<file path="src/rtl/riscv_pipe_pkg.sv">
// Shared definitions for the 5-stage RISC-V pipeline control blocks.
package riscv_pipe_pkg;

    localparam int unsigned REG_ADDR_W = 5;
    localparam logic [REG_ADDR_W-1:0] X0 = '0;

    localparam int unsigned ST_W = 1;
    localparam logic [ST_W-1:0] ST_RUN      = 1'b0;
    localparam logic [ST_W-1:0] ST_MEM_WAIT = 1'b1;

    // True when an ID source operand depends on the register an EX-stage instruction writes.
    function automatic logic src_dep(input logic use_src,
                                     input logic [REG_ADDR_W-1:0] src,
                                     input logic [REG_ADDR_W-1:0] dst);
        return use_src && (src == dst);
    endfunction

endpackage

</file>
<file path="src/rtl/pipeline_hazard_controller_sat_counter.sv">
// Saturating up-counter with synchronous clear and asynchronous active-low reset.
module sat_counter #(
    parameter int unsigned W   = 8,
    parameter logic [W-1:0] MAX = '1
) (
    input  logic         clk,
    input  logic         reset,
    input  logic         inc,
    input  logic         clear,
    output logic [W-1:0] count
);

    always_ff @(posedge clk or negedge reset) begin
        if (!reset) begin
            count <= '0;
        end else if (clear) begin
            count <= '0;
        end else if (inc && (count != MAX)) begin
            count <= count + W'(1);
        end
    end

endmodule

</file>
<file path="src/rtl/pipeline_hazard_controller.sv">
// Load-use / redirect / memory-wait hazard sequencer with stall and flush statistics.
module pipeline_hazard_controller
    import riscv_pipe_pkg::*;
#(
    parameter int unsigned CNT_W   = 32,
    parameter int unsigned TIMEOUT = 255,
    parameter int unsigned TO_W    = 8
) (
    input  logic                  clk,
    input  logic                  reset,
    input  logic [REG_ADDR_W-1:0] id_rs1_i,
    input  logic [REG_ADDR_W-1:0] id_rs2_i,
    input  logic                  id_use_rs1_i,
    input  logic                  id_use_rs2_i,
    input  logic [REG_ADDR_W-1:0] ex_rd_i,
    input  logic                  ex_memread_i,
    input  logic                  ex_redirect_i,
    input  logic                  mem_req_i,
    input  logic                  mem_ready_i,
    output logic                  pc_write_o,
    output logic                  ifid_write_o,
    output logic                  ifid_flush_o,
    output logic                  ctrl_bubble_o,
    output logic                  pipe_hold_o,
    output logic [CNT_W-1:0]      stall_cnt_o,
    output logic [CNT_W-1:0]      flush_cnt_o,
    output logic                  mem_timeout_o
);

    logic [ST_W-1:0] state;
    logic [ST_W-1:0] state_nxt;
    logic            load_use;
    logic            mem_stall;
    logic            redirect_take;
    logic            wait_clr;
    logic [TO_W-1:0] wait_cnt;

    // Decode is forced to RUN defaults while reset is held low.
    assign mem_stall = reset && mem_req_i && !mem_ready_i;
    assign load_use  = reset && ex_memread_i && (ex_rd_i != X0) &&
                       (src_dep(id_use_rs1_i, id_rs1_i, ex_rd_i) ||
                        src_dep(id_use_rs2_i, id_rs2_i, ex_rd_i));
    assign redirect_take = reset && ex_redirect_i && !mem_stall;

    always_ff @(posedge clk or negedge reset) begin
        if (!reset) begin
            state <= ST_RUN;
        end else begin
            state <= state_nxt;
        end
    end

    // Release from MEM_WAIT uses the RUN decode in the same cycle, so state only steers the wait counter.
    always_comb begin
        state_nxt     = state;
        pc_write_o    = 1'b1;
        ifid_write_o  = 1'b1;
        ifid_flush_o  = 1'b0;
        ctrl_bubble_o = 1'b0;
        pipe_hold_o   = 1'b0;
        if (mem_stall) begin
            state_nxt    = ST_MEM_WAIT;
            pc_write_o   = 1'b0;
            ifid_write_o = 1'b0;
            pipe_hold_o  = 1'b1;
        end else begin
            state_nxt = ST_RUN;
            if (redirect_take) begin
                ifid_flush_o  = 1'b1;
                ctrl_bubble_o = 1'b1;
            end else if (load_use) begin
                pc_write_o    = 1'b0;
                ifid_write_o  = 1'b0;
                ctrl_bubble_o = 1'b1;
            end
        end
    end

    assign wait_clr = !mem_stall && (state == ST_MEM_WAIT);

    sat_counter #(.W(CNT_W)) u_stall_cnt (
        .clk   (clk),
        .reset (reset),
        .inc   (!pc_write_o),
        .clear (1'b0),
        .count (stall_cnt_o)
    );

    sat_counter #(.W(CNT_W)) u_flush_cnt (
        .clk   (clk),
        .reset (reset),
        .inc   (redirect_take),
        .clear (1'b0),
        .count (flush_cnt_o)
    );

    sat_counter #(.W(TO_W), .MAX(TO_W'(TIMEOUT))) u_wait_cnt (
        .clk   (clk),
        .reset (reset),
        .inc   (mem_stall),
        .clear (wait_clr),
        .count (wait_cnt)
    );

    // Flag rises on the same edge at which the wait count reaches TIMEOUT.
    always_ff @(posedge clk or negedge reset) begin
        if (!reset) begin
            mem_timeout_o <= 1'b0;
        end else if (mem_stall && (wait_cnt >= TO_W'(TIMEOUT - 1))) begin
            mem_timeout_o <= 1'b1;
        end
    end

endmodule

</file>
<file path="config.mk">
export PLATFORM = sky130hd
export DESIGN_NAME = pipeline_hazard_controller
export DESIGN_NICKNAME = d
export VERILOG_FILES = /design/src/rtl/riscv_pipe_pkg.sv /design/src/rtl/pipeline_hazard_controller_sat_counter.sv /design/src/rtl/pipeline_hazard_controller.sv
export SDC_FILE = /design/constraint.sdc
export NUM_CORES = 1
export LEC_CHECK = 0
export ABC_AREA = 1
export BUFFER_PORTS_ARGS = -buffer_cell sky130_fd_sc_hd__buf_2
export CAP_MARGIN = 10
export CELL_PAD_IN_SITES_DETAIL_PLACEMENT = 1
export CELL_PAD_IN_SITES_GLOBAL_PLACEMENT = 1
export CORE_MARGIN = 1.5
export CORE_UTILIZATION = 40
export CTS_CLUSTER_SIZE = 12
export DETAILED_ROUTE_END_ITERATION = 8
export PLACE_DENSITY = 0.86
export REMOVE_ABC_BUFFERS = 1
export SYNTH_ARGS = -nofsm -noshare
export SYNTH_HDL_FRONTEND = slang
export SYNTH_SLANG_ARGS = --single-unit
</file>
<file path="constraint.sdc">
create_clock -name clk -period 1.8 [get_ports clk]
set_input_delay 0.18 -clock clk [delete_from_list [all_inputs] [get_ports clk]]
set_output_delay 0.18 -clock clk [all_outputs]
set_load 0.02 [all_outputs]
</file>
=== Yosys cells after proc, flatten, opt, wreduce, memory -nomap -nowiden ===
Cells that the tools add are included.
W data, S select, Z words.

* Output and inout bits: 70
* Bits of input ports: 23
* Word-level logic and storage cells: 45
* Register bits after elaboration: 74

* Reductions and logical operators: 20
* Equal/unequal tests: 5
* $add $sub $neg: 3
* Mux-type cells: 11
* $lt $le $gt $ge: 1

{| class="wikitable"
|+ Operators with widths
! operator !! count
|-
| $add A32 B1 Y32 const B || 2
|-
| $ne A32 B32 Y1 const B || 2
|-
| $mux W8 || 2
|-
| $logic_and A1 B1 Y1 || 14
|-
| $eq A5 B5 Y1 || 2
|-
| $mux W1 || 9
|-
| $add A8 B1 Y8 const B || 1
|-
| $ge A8 B8 Y1 const B || 1
|-
| $ne A8 B8 Y1 const B || 1
|-
| $reduce_bool A5 Y1 || 1
|-
| $logic_not A1 Y1 || 3
|-
| $reduce_bool A2 Y1 || 1
|-
| $logic_or A1 B1 Y1 || 1
|}

=== Logic depth before layout (Yosys ltp) ===
* Depth in word-level cells: 9
* Gate-level depth with buffers: 12
* Gate-level depth less buffers: 11

=== Modules after synthesis ===
From an unflattened synthesis, not the netlist that was laid out.

* Cells, all modules: 847
* Area, all modules: 5,406.4 µm²

{| class="wikitable"
|+ Modules (own cells, without submodules)
! module !! cells each !! seq. area each (µm²) !! times used !! area an instance (µm²)
|-
| sat_counter at u_flush_cnt || 347 || 800.8 || 1 || 2,259.7
|-
| sat_counter at u_stall_cnt || 345 || 800.8 || 1 || 2,243.4
|-
| sat_counter at u_wait_cnt || 74 || 200.2 || 1 || 511.7
|-
| pipeline_hazard_controller || 81 || 50.0 || 1 || 391.6
|}

=== Worst setup path before layout ===
No wires, ideal clock.

* Path kind: register to register
* Start point: reg u_stall_cnt.count[0]
* End point: reg u_stall_cnt.count[2]
* Stages on the path, launching flop included: 11
* Arrival: 1.703 ns
* Path slack: -0.021 ns
* Required time: 1.682 ns
* Library setup time: 0.118 ns
* Clock period less this slack: 1.821 ns
* Buffers on the path: 2
* Path through: dfrtp_1 -> ha_1 -> nand3_2 -> inv_2 -> nand2_2 -> nor2_4 -> nand3_2 -> buf_6 -> buf_6 -> nand3_1 -> nand2_1

* Longest elaborated chain between the ends: 2
* Elaborated cells between the ends (all ways): 3
* Classes of those cells: add/sub (1); eq/ne (1); reduce/logical (1)

{| class="wikitable"
|+ Ends and longest elaborated chain
! item !! line !! source
|-
| start: declaration || pipeline_hazard_controller_sat_counter.sv:10 || <nowiki>output logic [W-1:0] count</nowiki>
|-
| start signal: assignment || pipeline_hazard_controller_sat_counter.sv:19 || <nowiki>count <= count + W'(1);</nowiki>
|-
| parallel branches: the longest is 2 deep, another holds $add A32 B1 Y32 || n/a ||
|}

Parallel ways; which one is timed is not known.
A chain may end at the register's enable or synchronous reset.

=== Worst setup path after layout ===
* Start point: reg u_flush_cnt.count[9]
* End point: reg u_flush_cnt.count[20]

* Longest elaborated chain between the ends: 2
* Elaborated cells between the ends (all ways): 3
* Classes of those cells: add/sub (1); eq/ne (1); reduce/logical (1)

{| class="wikitable"
|+ Ends and longest elaborated chain
! item !! line
|-
| start: declaration || pipeline_hazard_controller_sat_counter.sv:10
|-
| start signal: assignment || pipeline_hazard_controller_sat_counter.sv:19
|-
| parallel branches: the longest is 2 deep, another holds $add A32 B1 Y32 || n/a
|}

Parallel ways; which one is timed is not known.

==> metrics.cfg <==
[outcome]
status = finished clean

[synthesis]
synthTopCellsByCount = 282 x nand2_1, 92 x nor2_1, 74 x dfrtp_1
async_reset_ff_share_pct = 100.0
yosys-top-cells-area = dfrtp_1 38%, nand2_1 22%, nor2_1 7.2%
synth_top_area_share_pct = 38.37
seq_area_frac_synth_pct = 38.37
ys_ff_latch = 74
netlist_instances = 705
syn-cell-area_um2 = 4826
syn_area_per_cell_um2 = 6.845
synth.most_common_cell = nand2_1
ys_types = 26
synth_largest_area_cell = dfrtp_1
ys_warn_count = 0
ys_dominant_reg_cell = dfrtp_1
synth_edf_count = 0

[timing]
setup_tns_ns = 0
worstMarginPinSlew_ns = 0.9741
holdWs_ns = 0.1147
setup_viol = 0
finalHoldViolCount = 0
slew_viol_final = 0
fin_skew_ns = 0.008982
slew_headroom_pct = 35.06
clock.fmax_ghz = 0.5714
rsz0062_at_grt = yes
min_period_ns = 1.750
min_period_over_period_pct = 97.23

[floorplan]
dieWidth_um = 112.8
dieArea_um2 = 12730
start_util_pct = 41.55
std_cell_rows = 39
num_io_pins = 93
core_um2 = 11610
die_h_um = 112.8

[pwr]
p_seq_share_pct = 38.5
max-vdd-ir-drop_v = 0.0006035
power_frac_clock_pct = 39.6
p_leak_nw = 3.256
swShare_pct = 30.69
powerDensity_nw_per_um2 = 818.4
p_int_w = 0.003560
power_w = 0.005136
combPwrFrac_pct = 21.9
p_switching_w = 0.001576

[global_routing]
grt-ovfl-total = 0
grt_start_max_net_pins = 75
antenna_found_initial = 0
grt_pass1_wl_um = 26540
grt_pass1_vias = 5520
track_usage_pct = 26.20

[run]
drv.max_cap_violation_count = 0

[setup_path]
crit_slowest_cell = dfrtp_1
cp_num_buf_inv = 1
crit_path_end_kind = flip-flop
criticalPathCategory = flip-flop to flip-flop
setup.worst_path.start = u_flush_cnt.count[9]
slowest_delay_ns = 0.41
crit_family = simple AND/OR/NAND/NOR gates
worstPathArrival_ns = 2.03
path_cells = nand2_1 > nor2_2 > buf_4 > nand2_1 > nor3_1 > xor2_1 > nand2_1 > nand2_1
crit_path_start_kind = flip-flop
reg2reg_from = u_flush_cnt.count[9]
worst_path_most_repeated_cell = nand2_1
worst-path-max-fanout = 4
critPathRequiredTime_ns = 2.08

[min_path]
hp-class = input pin to async pin

[drt]
routed_via_density = 5.159
vias = 5185
ant_nets = 0
routed_wl_um = 16390
drtIter0Drc = 222
drc_errors = 0
wl_per_cell_um = 16.31
drt_pass1_iterations = 4

[clocking]
clkLatencyLatePin_ns = 0.35
clk_pin_slew_worst_paths_ns = 0.06
cts_hold_buffers = 0
clockBufferDepth = 2
htreeDepth = 3
cts.sinks = 74
cts_tree = yes
cts_buffers = 9
cts_root_buf = clkbuf_16

[layout]
fillerInstances = 1556
final_layout_size_suffix_gt1_share_pct = 24.83
syn_to_final_growth_pct = 30.05
nets = 884
multi_input_area_um2 = 2693
utilization_pct = 54.04
diodes = 0
seqCellArea_um2 = 1859

[placement]
place.gp.congestion = 0.8888
dp_hpwl_um = 12030
numPortBuffers = 92

[layout make-up]
type / count / area share [%]
clock inverters: 4 / 1.176
multi-input cells: 555 / 42.90
flip-flops and latches: 74 / 29.63
clock buffers: 12 / 4.087
well taps: 143 / 2.851
inverters: 62 / 3.788
repair buffers: 155 / 15.57
[placed cells by master (no fill, tap or decap), types with 12 or more instances in the layout]
cell	netlist	layout
nand4_1	12	12
nand3b_1	12	12
nor3_1	20	17
nor2_2	7	14
nand3_1	52	51
xor2_1	31	31
buf_4	3	60
xnor2_1	15	15
dfrtp_1	74	68
nor2_1	92	83
buf_2	4	91
inv_1	60	60
nand2_1	282	280
[registers in the layout (all words and copies together) (netlist names)]
register / flops
u_flush_cnt.count: 32
u_wait_cnt.count: 8
mem_timeout_o: 1
u_stall_cnt.count: 32
state: 1
[final timing paths]
check | cells past startpoint | to | slack, ns
worst min-delay path | 2 | u_wait_cnt.count[3] | 0.11
max in group asynchronous | 2 | u_stall_cnt.count[3] | 1.00
worst max register to register | 8 | u_flush_cnt.count[20] | 0.05
worst min register to register | 1 | mem_timeout_o | 0.48
min in group clk | 3 | state | 0.15
worst max-delay path | 8 | u_flush_cnt.count[20] | 0.05
[kinds of logic after synthesis]
group	Yosys count	synth area share [%]
adders and majority gates	4	1.037
DFF	74	38.37
AOI/OAI and AO/OA	19	2.411
buffers and inverters	76	7.338
xor gates and xnor gates	46	8.349
and+or+nand+nor	486	42.49
[metal layers]
metal,up-vias,share of wire (%),GRT usage [%]
li1,2509,-,-
met1,2547,41,29.66
met2,100,54,49.76
met3,29,3.1,4.392
met4,0,1.9,8.692
met5,-,0,0
[metrics by stage]
stage                     area (µm²)  cells  worst slack, ns
final                           6276   1005          0.04983
after global routing            6276   1005         -0.05843
after detailed placement        5767    977         -0.02294
after floorplan                 4705    691          -0.4003
after global placement          5767    977           0.1092
after CTS                       6103    993          0.02055
[power by group through the flow]
stage	Clock, W	Sequential, W	Combinational (W)
after floorplan	0	0.00216	0.000374
after global placement	0	0.00199	0.000966
after detailed placement	0	0.00201	0.00101
after CTS	0.00207	0.00198	0.00102
after global routing	0.00211	0.00200	0.00123
final	0.00203	0.00198	0.00112
[what timing repair did]
action / CTS / global route
pin swaps: 0 / 1
setup buffers: 0 / 12
resized for setup: 4 / 26
setup endpoints to repair: 3 / 50
Power figures use the tool's default switching activity.
